$ cat src/rtl/sprite_line_sched.sv
// Per-scanline bullet sprite scheduler: scans the bullet table in hblank into shadow
// slots and commits them at end of line. Optional macro: SPR_ROUND_ROBIN_EN.
module sprite_line_sched #(
  parameter int N_SPR   = 12,
  parameter int SLOTS   = 4,
  parameter int HALF    = 8,
  parameter int SCAN_HC = 640,
  parameter int H_TOTAL = 800,
  parameter int V_TOTAL = 525
) (
  input  logic                clk_25m,
  input  logic                rst_n,
  input  logic [9:0]          hc,
  input  logic [9:0]          vc,
  output logic [3:0]          tbl_idx,
  input  logic [9:0]          tbl_x,
  input  logic [9:0]          tbl_y,
  input  logic                tbl_en,
  output logic [SLOTS-1:0]    slot_vld,
  output logic [SLOTS*10-1:0] slot_x,
  output logic [SLOTS*4-1:0]  slot_row,
  output logic [SLOTS*4-1:0]  slot_id,
  output logic                ovf,
  output logic                busy
);
  localparam logic [1:0] S_IDLE = 2'd0, S_SCAN = 2'd1, S_DRAIN = 2'd2, S_DONE = 2'd3;
  localparam int FW = $clog2(SLOTS + 1);
  localparam logic [9:0]    SCAN_HC_C = 10'(SCAN_HC);
  localparam logic [9:0]    HLAST_C   = 10'(H_TOTAL - 1);
  localparam logic [9:0]    VLAST_C   = 10'(V_TOTAL - 1);
  localparam logic [10:0]   HALF_C    = 11'(HALF);
  localparam logic [4:0]    NSPR_C    = 5'(N_SPR);
  localparam logic [4:0]    LAST_C    = 5'(N_SPR - 1);
  localparam logic [FW-1:0] SLOTS_C   = FW'(SLOTS);

  logic [1:0]            state_q, state_d;
  logic [4:0]            cnt_q, cnt_d;
  logic [3:0]            prev_q;
  logic [9:0]            tgt_q, tgt_d;
  logic [FW-1:0]         fill_q, fill_d;
  logic [SLOTS-1:0]      sh_vld_q, sh_vld_d, act_vld_q;
  logic [SLOTS-1:0][9:0] sh_x_q, sh_x_d, act_x_q;
  logic [SLOTS-1:0][3:0] sh_row_q, sh_row_d, act_row_q;
  logic [SLOTS-1:0][3:0] sh_id_q, sh_id_d, act_id_q;
  logic                  sh_ovf_q, sh_ovf_d, act_ovf_q;
  logic [3:0]            start;
  logic [4:0]            sum;
  logic [10:0]           tgt_w, y_w;
  logic [3:0]            row;
  logic                  eval, hit, commit;

  assign sum     = {1'b0, start} + cnt_q;
  assign tbl_idx = (state_q == S_SCAN) ? ((sum >= NSPR_C) ? 4'(sum - NSPR_C) : sum[3:0]) : 4'd0;
  assign busy    = (state_q == S_SCAN) || (state_q == S_DRAIN);
  assign commit  = (state_q != S_IDLE) && (hc == HLAST_C);

  // Table data lags the index by one cycle, so a SCAN cycle judges the previous index.
  assign eval  = ((state_q == S_SCAN) && (cnt_q != 5'd0)) || (state_q == S_DRAIN);
  assign tgt_w = {1'b0, tgt_q};
  assign y_w   = {1'b0, tbl_y};
  assign hit   = eval && tbl_en && (tgt_w + HALF_C >= y_w) && (tgt_w < y_w + HALF_C);
  assign row   = 4'(tgt_w + HALF_C - y_w);

`ifdef SPR_ROUND_ROBIN_EN
  logic [3:0] start_q;
  always_ff @(posedge clk_25m) begin
    if (!rst_n)                       start_q <= '0;
    else if (commit && vc == VLAST_C) start_q <= (start_q == 4'(N_SPR - 1)) ? 4'd0 : start_q + 4'd1;
  end
  assign start = start_q;
`else
  assign start = 4'd0;
`endif

  always_comb begin
    state_d  = state_q;
    cnt_d    = cnt_q;
    tgt_d    = tgt_q;
    fill_d   = fill_q;
    sh_vld_d = sh_vld_q;
    sh_x_d   = sh_x_q;
    sh_row_d = sh_row_q;
    sh_id_d  = sh_id_q;
    sh_ovf_d = sh_ovf_q;
    case (state_q)
      S_IDLE: if (hc == SCAN_HC_C) begin
        state_d  = S_SCAN;
        cnt_d    = '0;
        tgt_d    = (vc == VLAST_C) ? 10'd0 : vc + 10'd1;
        fill_d   = '0;
        sh_vld_d = '0;
        sh_x_d   = '0;
        sh_row_d = '0;
        sh_id_d  = '0;
        sh_ovf_d = 1'b0;
      end
      S_SCAN: begin
        cnt_d = cnt_q + 5'd1;
        if (cnt_q == LAST_C) state_d = S_DRAIN;
      end
      S_DRAIN: state_d = S_DONE;
      default: ;
    endcase
    if (hit) begin
      if (fill_q == SLOTS_C) sh_ovf_d = 1'b1;
      else begin
        for (int k = 0; k < SLOTS; k++) begin
          if (fill_q == FW'(k)) begin
            sh_vld_d[k] = 1'b1;
            sh_x_d[k]   = tbl_x;
            sh_row_d[k] = row;
            sh_id_d[k]  = prev_q;
          end
        end
        fill_d = fill_q + 1'b1;
      end
    end
    // A late end of line still commits the partial fill and abandons the scan.
    if (commit) state_d = S_IDLE;
  end

  always_ff @(posedge clk_25m) begin
    if (!rst_n) begin
      state_q   <= S_IDLE;
      cnt_q     <= '0;
      prev_q    <= '0;
      tgt_q     <= '0;
      fill_q    <= '0;
      sh_vld_q  <= '0;
      sh_x_q    <= '0;
      sh_row_q  <= '0;
      sh_id_q   <= '0;
      sh_ovf_q  <= 1'b0;
      act_vld_q <= '0;
      act_x_q   <= '0;
      act_row_q <= '0;
      act_id_q  <= '0;
      act_ovf_q <= 1'b0;
    end else begin
      state_q  <= state_d;
      cnt_q    <= cnt_d;
      prev_q   <= tbl_idx;
      tgt_q    <= tgt_d;
      fill_q   <= fill_d;
      sh_vld_q <= sh_vld_d;
      sh_x_q   <= sh_x_d;
      sh_row_q <= sh_row_d;
      sh_id_q  <= sh_id_d;
      sh_ovf_q <= sh_ovf_d;
      if (commit) begin
        act_vld_q <= sh_vld_q;
        act_x_q   <= sh_x_q;
        act_row_q <= sh_row_q;
        act_id_q  <= sh_id_q;
        act_ovf_q <= sh_ovf_q;
      end
    end
  end

  assign slot_vld = act_vld_q;
  assign slot_x   = act_x_q;
  assign slot_row = act_row_q;
  assign slot_id  = act_id_q;
  assign ovf      = act_ovf_q;
endmodule

$ cat config.mk
export PLATFORM = sky130hd
export DESIGN_NAME = sprite_line_sched
export DESIGN_NICKNAME = d
export VERILOG_FILES = /design/src/rtl/sprite_line_sched.sv
export SDC_FILE = /design/constraint.sdc
export NUM_CORES = 1
export LEC_CHECK = 0
export BUFFER_PORTS_ARGS = -buffer_cell sky130_fd_sc_hd__buf_2
export CAP_MARGIN = 5
export CORE_ASPECT_RATIO = 1.5
export CORE_MARGIN = 2
export CORE_UTILIZATION = 30
export CTS_CLUSTER_DIAMETER = 100
export DETAILED_ROUTE_END_ITERATION = 6
export PLACE_DENSITY_LB_ADDON = 0.3
export REMOVE_ABC_BUFFERS = 1
export SLEW_MARGIN = 20
export SYNTH_ARGS = -nofsm -noshare
export SYNTH_HDL_FRONTEND = slang
export SYNTH_SLANG_ARGS = --single-unit
$ cat constraint.sdc
create_clock -name clk_25m -period 3.1 [get_ports clk_25m]
set_clock_uncertainty 0.05 [all_clocks]
set_input_delay 0.62 -clock clk_25m [delete_from_list [all_inputs] [get_ports clk_25m]]
set_output_delay 0.62 -clock clk_25m [all_outputs]
set_load 0.02 [all_outputs]
### After elaboration in Yosys (flattened, before gate mapping)

Index checks and enable logic that the tools add are counted.

* logic and storage cells: 121
* RAM bits: 0
* bits of input ports: 43
* output and inout port bits: 82
* memory bits (read-only): 0
* register bits after elaboration: 178
* memories kept: 0
* latch bits: 0

* add/sub/neg operators: 7
* reductions and logical operators: 17
* magnitude comparators: 3
* multiply operators: 0
* divide/modulo/power cells: 0
* bitwise operators: 1
* multiplexer cells: 48
* shift operators: 0
* equal/unequal tests: 12

Operators with widths (number)
* $mux 40: 4
* $mux 16: 8
* $mux 4: 14
* $mux 10: 5
* $eq 10x10->1 const B: 3
* $add 10x4->11 const B: 2
* $mux 3: 4
* $ge 11x10->1: 1
* $lt 10x11->1: 1
* $add 10x1->10 const B: 1
* $pmux 5 s2: 1
* $mux 1: 8
* $eq 3x2->1 const B: 2
* $pmux 2 s3: 1
* $add 5x1->5 const B: 1
* $eq 5x4->1 const B: 1
* $ge 5x4->1 const B: 1
* $logic_and 1x1->1: 5
* $mux 5: 1
* $reduce_bool 5->1: 1
* $mux 2: 2
* $reduce_and 2->1: 2
* $reduce_bool 2->1: 2
* $sub 4x4->4: 1
* other kinds (15): 16

### Longest topological paths before layout

Gate-level depths: netlist of the first run.

* depth after elaboration: 7
* depth in mapped cells: 13
* depth with buffers taken out: 11

### Worst setup path before layout of the first run

OpenSTA, ideal clock, no wires.

* path type: input port to flip-flop
* from: input tbl_y[5]
* to: register sh_x_q[0] in the netlist's numbering
* arrival time: 2.926 ns
* cell stages on the path: 13
* required time: 2.978 ns
* buffers on the path: 2
* slack: 0.052 ns
* library setup time: 0.072 ns
* path through: inv_1 > nor3_1 > nand3_1 > xnor2_1 > ha_1 > nor4_2 > nand4b_1 > a31o_1 > a221oi_4 > and3_1 > buf_6 > buf_12 > mux2i_1

* longest elaborated chain between the ends: 4
* elaborated cells on any way between the ends: 6
* classes of those cells: add/sub: 1; order compare: 2; mux: 1; reduce/logical: 2

RTL lines
* start, declared: line 17 `input logic [9:0] tbl_y,`
* $add 10x4->11 / $ge 11x10->1 (equally long branches): line 61 `assign hit = eval && tbl_en && (tgt_w + HALF_C >= y_w) && (tgt_w < y_w + HALF_C);`
* $lt 10x11->1 / $logic_and 1x1->1 (equally long branches): line 61
* $logic_and 1x1->1 *: line 61
* $mux 40 *: line 104 `if (hit) begin`
* end signal, assigned: line 130 `sh_x_q <= '0;`
* end signal, assigned: line 146 `sh_x_q <= sh_x_d;`
* end, declared: line 42 `logic [SLOTS-1:0][9:0] sh_x_q, sh_x_d, act_x_q;`

Mark *: on every way between the ends. The rest lies on a longest branch, timed or not.
A chain may end at the register's enable or synchronous reset.

### Worst setup path in the final report of the first run

* from: register tgt_q[4]
* to: register sh_vld_q[0]

* longest elaborated chain between the ends: 5
* elaborated cells on any way between the ends: 6
* classes of those cells: add/sub: 1; order compare: 2; mux: 1; reduce/logical: 2

RTL lines
* start, declared: line 39 `logic [9:0] tgt_q, tgt_d;`
* start signal, assigned: line 143 `tgt_q <= tgt_d;`
* $add 10x4->11
* $ge 11x10->1: line 61
* $logic_and 1x1->1: line 61
* $logic_and 1x1->1 *: line 61
* $mux 4 *: line 104
* end signal, assigned: line 145 `sh_vld_q <= sh_vld_d;`
* end, declared: line 41 `logic [SLOTS-1:0] sh_vld_q, sh_vld_d, act_vld_q;`

Marks and branches as above.

==> results of run 1 <==
-- what timing repair did --
action / CTS / global route
setup buffers: 0 / 1
gates resized for setup: 0 / 9
setup endpoints to repair: 0 / 59
-- flip-flops by register name (all words and copies together), names as in the netlist, named ones only --
| register | cells |
|---|---|
| slot_vld | 4 |
| slot_id | 16 |
| state_q | 2 |
| ovf | 1 |
| sh_vld_q | 4 |
| cnt_q | 5 |
| tgt_q | 10 |
| slot_row | 16 |
| sh_ovf_q | 1 |
| fill_q | 2 |
| slot_x | 40 |
| sh_row_q | 16 |
| sh_x_q | 40 |
| prev_q | 4 |
| sh_id_q | 16 |
-- final timing paths --
check / start / endpoint / slack, ns / cells past startpoint
worst max register to register: tgt_q[4]$_SDFFE_PN0P_ / sh_vld_q[0]$_SDFF_PN0_ / 0.14 / 15
worst max-delay path: tgt_q[4]$_SDFFE_PN0P_ / sh_vld_q[0]$_SDFF_PN0_ / 0.14 / 15
worst min-delay path: slot_x[9]$_SDFFE_PN0P_ / slot_x[9]$_SDFFE_PN0P_ / 0.40 / 2
worst min register to register: slot_x[9]$_SDFFE_PN0P_ / slot_x[9]$_SDFFE_PN0P_ / 0.40 / 2
-- routing by layer --
metal	vias to the layer above	share of wire
met2	117	0.50
li1	3098	-
met3	34	0.033
met1	2780	0.43
met5	-	0
met4	0	0.028
-- cell usage in the layout (no fill, tap or decap), types with 5 or more instances in the layout --
| master | synthesis | final |
|---|---|---|
| a21oi_1 | 89 | 88 |
| a22oi_1 | 9 | 9 |
| and2_1 | 8 | 8 |
| and3_1 | 10 | 7 |
| buf_12 | 3 | 7 |
| buf_2 | 4 | 124 |
| buf_4 | 0 | 26 |
| clkbuf_16 | 0 | 18 |
| dfxtp_1 | 178 | 178 |
| ha_1 | 36 | 35 |
| inv_1 | 26 | 25 |
| mux2i_1 | 74 | 74 |
| nand2_1 | 264 | 264 |
| nand3_1 | 17 | 14 |
| nor2_1 | 23 | 22 |
| o21a_1 | 5 | 5 |
| o21ai_0 | 7 | 7 |
| xnor2_1 | 17 | 17 |
| xor2_1 | 5 | 5 |
-- cell type report --
type | instances | share of cell area
clock buffers | 20 | 0.04678
clock inverters | 12 | 0.01675
inverters | 26 | 0.01059
multi-input cells | 603 | 0.3927
flip-flops and latches | 178 | 0.3817
well taps | 328 | 0.04396
repair buffers | 160 | 0.1075
-- cells in the mapped netlist, drive strengths merged, types with 7 or more instances --
cell	number	area (µm²)
and2	8	50.05
clkbuf	35	131.4
buf	12	136.4
xnor2	17	148.9
ha	36	450.4
a21oi	90	461.7
and3	10	62.56
inv	26	97.59
nand3	17	85.08
nor2	23	86.33
nand2	265	997.2
dfxtp	178	3563
o21ai	7	35.03
mux2i	74	740.7
a22oi	9	67.56
-- logic make-up after synthesis --
group	Yosys count
DFF	178
adders and majority gates	37
xor gates and xnor gates	22
muxes	74
AOI/OAI and AO/OA	123
and+or+nand+nor	347
buffers and inverters	73
-- power by group through the flow --
stage	Clock (mW)	Combinational, mW	Sequential [mW]
after floorplan	0	0.177	2.35
after detailed placement	0	0.308	2.35
after CTS	2.25	0.311	2.30
after global routing	2.35	0.350	2.30
after global placement	0	0.307	2.35
final	2.19	0.307	2.30
-- metrics by stage --
stage,utilization,std cells,worst slack (ns),hold slack (ns)
3_5_place_dp,0.3488,1293,-0.2120,0.3901
3_3_place_gp,0.3488,1293,-0.1732,0.3892
5_1_grt,0.3753,1327,-0.01126,0.4151
2_1_floorplan,-,807,-2.301,0.3817
4_1_cts,0.3726,1325,0.1101,0.3991
6_report,0.3753,1327,0.1362,0.3952
-- worst reg2reg max path, stage by stage (launching register included) --
cell and delay [ns]:
dfxtp_1 0.36, ha_2 0.21, nand3_2 0.11, nor2_2 0.12, xor2_1 0.25, ha_1 0.32
buf_4 0.15, nand3_1 0.07, nand2_1 0.06, a311oi_1 0.23, buf_4 0.17, a221oi_4 0.06
buf_6 0.16, and3_4 0.21, clkbuf_16 0.17, o21a_1 0.18
==> results.py, run 1 <==
metrics = {
    "cts": {
        "cts_num_sinks": 178,
        "cts_root_buffer": "clkbuf_16",
        "ctsHoldBuffers": 0,
        "clock_path_buffers": 2,
        "cts_buffers": 17,
        "clk_pin_slew_ns": 0.07,
        "ctsHtreeMaxLevel": 4,
        "clkLatencyLatePin_ns": 0.43,
        "cts_tree": "done",
    },
    "floorplan": {
        "start_util": 0.3031,
        "dieArea_mm2": 0.02644,
        "rows": 71,
        "core-area_mm2": 0.02487,
        "die_h_um": 198.1,
        "dieWidth_um": 133.4,
        "num_io_pins": 125,
    },
    "synthesis": {
        "syn_area_per_cell_um2": 8.827,
        "async_reset_ff_frac": 0,
        "synth_compound_area_frac": 0.09859,
        "syn_area_mm2": 0.007538,
        "synth_top_flop_cell": "dfxtp_1",
        "synth_top_family_by_area": "simple AND/OR/NAND/NOR gates",
        "ys_types": 46,
        "synthSimpleGateAreaFrac": 0.1940,
        "yosysWarnings": 0,
        "yosysSeqAreaShare": 0.4727,
        "synth-edff-count": 0,
        "synthXorXnorAreaFrac": 0.02556,
        "ys_seq_elements": 178,
        "synth_cells": 854,
        "synth_mux_area_frac": 0.09826,
        "synth_fa_ha_area_frac": 0.06241,
    },
    "worst_setup_path": {
        "path_delay_family": "buffers and inverters",
        "cp-start-kind": "register",
        "crit_chain": "ha_2, nand3_2, nor2_2, xor2_1, ha_1, buf_4, nand3_1, nand2_1, a311oi_1, buf_4, a221oi_4, buf_6, and3_4, clkbuf_16, o21a_1",
        "cp.arrival_ns": 3.24,
        "crit_required_ns": 3.38,
        "crit_type": "reg2reg",
        "path_max_fanout": 7,
        "cp-end-kind": "register",
        "cp_slowest_cell": "dfxtp_1",
        "cpMostUsedCell": "buf_4",
        "max_stage_delay_ns": 0.36,
        "path_buf_inv": 4,
    },
    "layout": {
        "antenna-diode-count": 0,
        "finalInstanceArea_mm2": 0.009335,
        "fill_cells": 2616,
        "drive_gt1_frac": 0.2092,
        "area_delta_synth_final_pct": 23.83,
        "regArea_mm2": 0.003563,
        "nets": 1066,
        "multi_input_area_mm2": 0.003666,
    },
    "global_route": {
        "met3_usage": 0.02893,
        "grt_pass1_wl_um": 30420,
        "antenna_found_initial": 0,
        "top_usage_layer": "met2",
        "globalRouteMet2Util": 0.2585,
        "grt_pass1_vias": 5973,
        "grt_max_degree": 83,
        "grt_use_met1": 0.1679,
        "grt_overflow": 0,
        "grtUsageTotal": 0.1448,
    },
    "timing": {
        "drv_slew": 0,
        "period_share": 0.9560,
        "tns_ns": 0,
        "finalCriticalPeriod_ns": 2.964,
        "tightest_slew_ns": 0.8879,
        "slew_headroom": 0.4081,
        "setup_viol": 0,
        "hold_viol": 0,
        "fmax_ghz": 0.3374,
    },
    "power_and_ir_drop": {
        "power.density_mw_per_mm2": 513.5,
        "clkPwrFrac": 0.456,
        "power_mw": 4.794,
        "pwr-share-seq": 0.480,
        "p_int_mw": 3.678,
        "worst_ir_drop_vdd_mv": 0.3262,
        "power_frac_comb": 0.064,
        "p_leak_nw": 3.838,
        "p_sw_frac": 0.2328,
        "power_switching_mw": 1.116,
    },
    "run": {
        "maxCapViolCount": 0,
    },
    "place": {
        "dp_hpwl_um": 13190,
        "gp_congestion": 0.8199,
        "place_area_mm2": 0.008676,
        "io_buffers": 124,
    },
    "route": {
        "num_vias": 6029,
        "drtAntennaViolNets": 0,
        "drt_iter0_markers": 179,
        "drc": 0,
        "routed_wl_um": 18850,
        "vias_per_cell": 4.543,
        "wl_per_cell_um": 14.21,
        "dr.pass1.iters": 4,
    },
    "min_path": {
        "min_path_type": "reg2reg",
    },
    "run_status": {
        "status": "finished clean",
    },
}
No activity file was read; power rests on OpenSTA's default activity.
==> run 2, diff against run 1 <==
--- a/config.mk
+++ b/config.mk
@@ -10,6 +10,7 @@
 export CORE_ASPECT_RATIO = 1.5
 export CORE_MARGIN = 2
 export CORE_UTILIZATION = 30
+export CTS_BUF_LIST = sky130_fd_sc_hd__clkbuf_4
 export CTS_CLUSTER_DIAMETER = 100
 export DETAILED_ROUTE_END_ITERATION = 6
 export PLACE_DENSITY_LB_ADDON = 0.3
==> run 2 against run 1 <==
Compared with the run above:
- via count decreased by 0.36%
- combinational power about the same
- clock power decreased by 36%
- cell count about the same
- cell area decreased by 3.5%
- register-to-register slack about the same
- first-iteration DRC count decreased by 15%
==> results.py, run 2 (synthesized netlist as in run 1, its figures left out) <==
metrics = {
    "route": {
        "drtAntennaViolNets": 0,
        "routed_wl_um": 18670,
        "num_vias": 6007,
        "vias_per_cell": 4.530,
        "dr.pass1.iters": 4,
        "wl_per_cell_um": 14.08,
        "drc": 0,
        "drt_iter0_markers": 152,
    },
    "worst_setup_path": {
        "cp-startpoint": "tgt_q[5]$_SDFFE_PN0P_",
        "timing.rr.end": "sh_vld_q[2]$_SDFF_PN0_",
        "crit_chain": "nand3_2, nor2_2, xor2_1, ha_1, a21oi_1, nand2_1, a311oi_1, buf_4, a221oi_4, buf_6, and3_2, buf_12, o21a_1",
        "cp.arrival_ns": 3.37,
        "path_max_fanout": 8,
        "cp-start-kind": "register",
        "max_stage_delay_ns": 0.53,
        "cp-end-kind": "register",
        "r2r.worst_path.cells": 13,
        "r2r-start": "tgt_q[5]$_SDFFE_PN0P_",
        "reg2reg_slack_ns": 0.15,
        "crit_type": "reg2reg",
        "crit_required_ns": 3.52,
        "cp_slowest_cell": "dfxtp_1",
    },
    "floorplan": {
        "start_util": 0.3031,
        "num_io_pins": 125,
        "core-area_mm2": 0.02487,
        "die_h_um": 198.1,
        "dieWidth_um": 133.4,
        "dieArea_mm2": 0.02644,
        "rows": 71,
    },
    "timing": {
        "hold_slack_ns": 0.3064,
        "period_share": 0.9527,
        "finalCriticalPeriod_ns": 2.953,
        "tightest_slew_ns": 0.8908,
        "setup_viol": 0,
        "fmax_ghz": 0.3386,
        "hold_viol": 0,
        "drv_slew": 0,
        "slew_headroom": 0.4061,
        "tns_ns": 0,
    },
    "place": {
        "io_buffers": 124,
        "gp_congestion": 0.8199,
        "dp_hpwl_um": 13190,
        "dp.cells": 1293,
    },
    "global_route": {
        "grt_overflow": 0,
        "grt_pass1_wl_um": 30270,
        "grt_pass1_vias": 5953,
        "grtUsageTotal": 0.1440,
        "grt_max_degree": 83,
        "antenna_found_initial": 1,
    },
    "power_and_ir_drop": {
        "p_leak_nw": 3.706,
        "worst_ir_drop_vdd_mv": 0.2183,
        "power.density_mw_per_mm2": 445.2,
    },
    "layout": {
        "final_util": 0.3621,
        "nets": 1064,
        "drive_gt1_frac": 0.2126,
        "instances_no_fill": 1326,
        "final_common_cell": "nand2_1",
        "area_delta_synth_final_pct": 19.47,
        "mostFrequentLayoutCells": "nand2_1, dfxtp_1, buf_2",
    },
    "min_path": {
        "hold_end": "tgt_q[0]$_SDFFE_PN0P_",
        "worstHoldStart": "vc[0]",
        "hold_depth": 4,
        "min_path_type": "in2reg",
    },
    "cts": {
        "ctsHtreeMaxLevel": 4,
        "cts_buffers": 17,
        "cts_tree": "done",
        "ctsHoldBuffers": 0,
        "cts_num_sinks": 178,
        "cts_root_buffer": "clkbuf_4",
        "clock_path_buffers": 2,
        "cts_resized": 0,
        "post_cts_buffers": 0,
        "clkLatencyLatePin_ns": 0.57,
        "clk_pin_slew_ns": 0.15,
    },
    "run_status": {
        "status": "finished clean",
    },
    "run": {
        "maxCapViolCount": 0,
    },
}
## run 2: cell types whose count changed in the layout (fill, tap and decap cells not counted), sizes merged
| cell | before | now |
|---|---|---|
| clkbuf | 21 | 20 |
| buf | 159 | 158 |
| diode | 0 | 1 |
## run 2: worst max-delay path by stage
stage,to,depth (start not counted)
6_report,sh_vld_q[2]$_SDFF_PN0_,13
5_1_grt,sh_x_q[1]$_SDFF_PN0_,13
4_1_cts,sh_vld_q[0]$_SDFF_PN0_,14
3_5_place_dp,sh_row_q[8]$_SDFF_PN0_,14
3_3_place_gp,sh_row_q[11]$_SDFF_PN0_,14
2_1_floorplan,ovf$_SDFFE_PN0P_,4
## run 2: final cells by class
| class | count | area, µm² |
|---|---|---|
| fillers | 2657 | 15870 |
| multi-input cells | 603 | 3655 |
| flip-flops and latches | 178 | 3566 |
| repair buffers | 158 | 967.2 |
| well taps | 328 | 410.4 |
| clock inverters | 12 | 156.4 |
| clock buffers | 20 | 150.1 |
| inverters | 26 | 98.84 |
| diodes | 1 | 2.502 |
## run 2: per-stage QoR
step	power (mW)	instance area [µm²]	worst slack (ns)
after floorplan	2.528	7271	-2.301
after detailed placement	2.662	8676	-0.2120
after CTS	4.075	8982	0.09048
after global placement	2.661	8676	-0.1732
final	4.010	9006	0.1468
after global routing	4.208	9006	-0.008233
## run 2: critical path, delay by kind of cell (launching register included)
family | cells | cell delay [ns]
AO/OA/AOI/OAI | 4 | 0.64
XOR/XNOR | 1 | 0.24
adder cells (fa/ha/maj) | 1 | 0.31
buffers and inverters | 3 | 0.49
flip-flops | 1 | 0.53
AND/OR/NAND/NOR | 4 | 0.57
## run 2: routing by layer
| metal | vias up | global-route usage | wire, µm |
|---|---|---|---|
| met5 | - | 0 | 0 |
| met4 | 0 | 0.05989 | 483 |
| li1 | 3104 | - | - |
| met3 | 31 | 0.02739 | 564 |
| met2 | 113 | 0.2583 | 9456 |
| met1 | 2759 | 0.1669 | 8167 |
## run 2: power breakdown
part           switching [mW]  internal (mW)
Clock                   0.812          0.589
Sequential            0.00868           2.30
Combinational           0.193          0.112
Total                    1.01           3.00
==> run 3, diff against run 2 <==
--- a/config.mk
+++ b/config.mk
@@ -6,11 +6,10 @@
 export NUM_CORES = 1
 export LEC_CHECK = 0
 export BUFFER_PORTS_ARGS = -buffer_cell sky130_fd_sc_hd__buf_2
-export CAP_MARGIN = 5
 export CORE_ASPECT_RATIO = 1.5
 export CORE_MARGIN = 2
 export CORE_UTILIZATION = 30
-export CTS_BUF_LIST = sky130_fd_sc_hd__clkbuf_4
+export CTS_BUF_LIST = sky130_fd_sc_hd__clkbuf_4 sky130_fd_sc_hd__clkbuf_8
 export CTS_CLUSTER_DIAMETER = 100
 export DETAILED_ROUTE_END_ITERATION = 6
 export PLACE_DENSITY_LB_ADDON = 0.3
==> run 3 against run 2 <==
Compared with the run above:
- utilization rose by 0.60 points
- clock power up 19%
- cell count hardly changed
- wire length rose by 0.73%
- clock-buffer cell count is the same
- register-to-register slack barely moved
- critical endpoint is now sh_vld_q[0]$_SDFF_PN0_
- largest power group unchanged
==> results.py, run 3 (synthesized netlist as in run 1, its figures left out) <==
metrics = {
    "worst_setup_path": {
        "path_delay_family": "buffers and inverters",
        "path_max_fanout": 7,
        "crit_chain": "ha_2, nand3_2, nor2_1, xor2_1, ha_1, buf_4, nand3_1, nand2_1, a311oi_1, buf_4, a221oi_4, buf_6, and3_4, clkbuf_16, o21a_1",
        "cpMostUsedCell": "buf_4",
        "cp_slowest_cell": "dfxtp_2",
        "crit_required_ns": 3.41,
        "path_buf_inv": 4,
        "cp-end-kind": "register",
        "cp-startpoint": "tgt_q[4]$_SDFFE_PN0P_",
        "r2r-start": "tgt_q[4]$_SDFFE_PN0P_",
        "crit_type": "reg2reg",
        "cp-start-kind": "register",
        "max_stage_delay_ns": 0.35,
        "cp.arrival_ns": 3.26,
    },
    "cts": {
        "cts_tree": "done",
        "cts_num_sinks": 178,
        "cts_buffers": 17,
        "clock_path_buffers": 2,
        "cts_root_buffer": "clkbuf_8",
        "clkLatencyLatePin_ns": 0.46,
        "ctsHtreeMaxLevel": 4,
        "ctsHoldBuffers": 0,
        "clk_pin_slew_ns": 0.10,
    },
    "layout": {
        "final_common_cell": "nand2_1",
        "drive_gt1_frac": 0.2132,
        "area_delta_synth_final_pct": 21.44,
        "antenna-diode-count": 0,
        "nets": 1066,
        "finalInstanceArea_mm2": 0.009155,
        "mostFrequentLayoutCells": "nand2_1, dfxtp_1, buf_2",
        "final_util": 0.3681,
    },
    "route": {
        "routed_wl_um": 18810,
        "dr_wl_met3_um": 547,
        "num_vias": 5991,
        "dr.pass1.iters": 4,
        "wl_per_cell_um": 14.17,
        "drt_iter0_markers": 168,
        "highest-signal-layer": "met4",
        "met1_length_um": 8212,
        "drtAntennaViolNets": 0,
        "vias_per_cell": 4.515,
        "drc": 0,
        "dr_wl_met2_um": 9531,
    },
    "timing": {
        "finalCriticalPeriod_ns": 2.953,
        "fmax_ghz": 0.3386,
        "setup_ws_ns": 0.1470,
        "tns_ns": 0,
        "hold_viol": 0,
        "period_share": 0.9526,
        "slew_headroom": 0.4107,
        "drv_slew": 0,
        "setup_viol": 0,
        "hold_slack_ns": 0.3985,
        "tightest_slew_ns": 0.8840,
    },
    "power_and_ir_drop": {
        "power.density_mw_per_mm2": 467.5,
        "worst_ir_drop_vdd_mv": 0.2405,
        "p_leak_nw": 3.762,
    },
    "place": {
        "io_buffers": 124,
        "place_area_mm2": 0.008676,
        "dp_hpwl_um": 13190,
        "pre_cts_ws_ns": -0.2120,
        "gp_congestion": 0.8199,
    },
    "floorplan": {
        "die_h_um": 198.1,
        "num_io_pins": 125,
        "core-area_mm2": 0.02487,
        "dieWidth_um": 133.4,
        "rows": 71,
        "start_util": 0.3031,
        "dieArea_mm2": 0.02644,
    },
    "min_path": {
        "min_path_type": "reg2reg",
        "worstHoldStart": "slot_x[9]$_SDFFE_PN0P_",
    },
    "global_route": {
        "grtUsageTotal": 0.1438,
        "antenna_found_initial": 0,
        "grt_pass1_vias": 5984,
        "grt_pass1_wl_um": 30330,
        "grt_overflow": 0,
        "grt_max_degree": 83,
    },
    "run": {
        "maxCapViolCount": 0,
    },
    "run_status": {
        "status": "finished clean",
    },
}
[run 3: cell count changes in the layout (fill, tap and decap cells not counted), moves of 3 or more]
cell / before / now
and3_2: 3 / 0
and3_4: 0 / 3
clkbuf_4: 20 / 3
clkbuf_8: 0 / 17
[run 3: worst min-delay path, stage by stage, from the launching register on]
cell and delay [ns]:
dfxtp_1 0.31, nand2_1 0.05, a21oi_1 0.05
[run 3: repair_timing]
action                                  in CTS  in global routing
gates resized for setup                      0                 10
endpoints found under the setup margin       0                 63
setup buffers                                0                  1
[run 3: stage by stage]
stage / instances / total power [mW]
after detailed placement: 1293 / 2.662
after floorplan: 807 / 2.528
final: 1327 / 4.280
after global routing: 1327 / 4.472
after CTS: 1325 / 4.338
after global placement: 1293 / 2.661
[run 3: routing by layer]
layer,track usage,vias to the layer above
met3,0.02586,30
met2,0.2583,111
met1,0.1674,2753
met5,0,-
li1,-,3097
met4,0.05989,0
[run 3: worst paths after layout]
| check | end | slack (ns) | cells after the start |
|---|---|---|---|
| setup / recovery | sh_vld_q[0]$_SDFF_PN0_ | 0.15 | 15 |
| hold / removal | slot_x[9]$_SDFFE_PN0P_ | 0.40 | 2 |
| hold reg to reg | slot_x[9]$_SDFFE_PN0P_ | 0.40 | 2 |
| setup reg to reg | sh_vld_q[0]$_SDFF_PN0_ | 0.15 | 15 |
[run 3: power by group]
part	switching [mW]	total (mW)	internal, mW	leakage [nW]
logic	0.194	0.306	0.113	2.13
registers	0.00862	2.30	2.29	1.43
clock network	0.847	1.67	0.827	0.200
total	1.05	4.28	3.23	3.76
[run 3: cell type report]
type                            count  area (µm²)
Clock inverter                     12       156.4
Multi-Input combinational cell    603        3664
Sequential cell                   178        3566
Timing Repair Buffer              160        1003
Fill cell                        2633       15720
Inverter                           26       98.84
Clock buffer                       20       256.5
Tap cell                          328       410.4
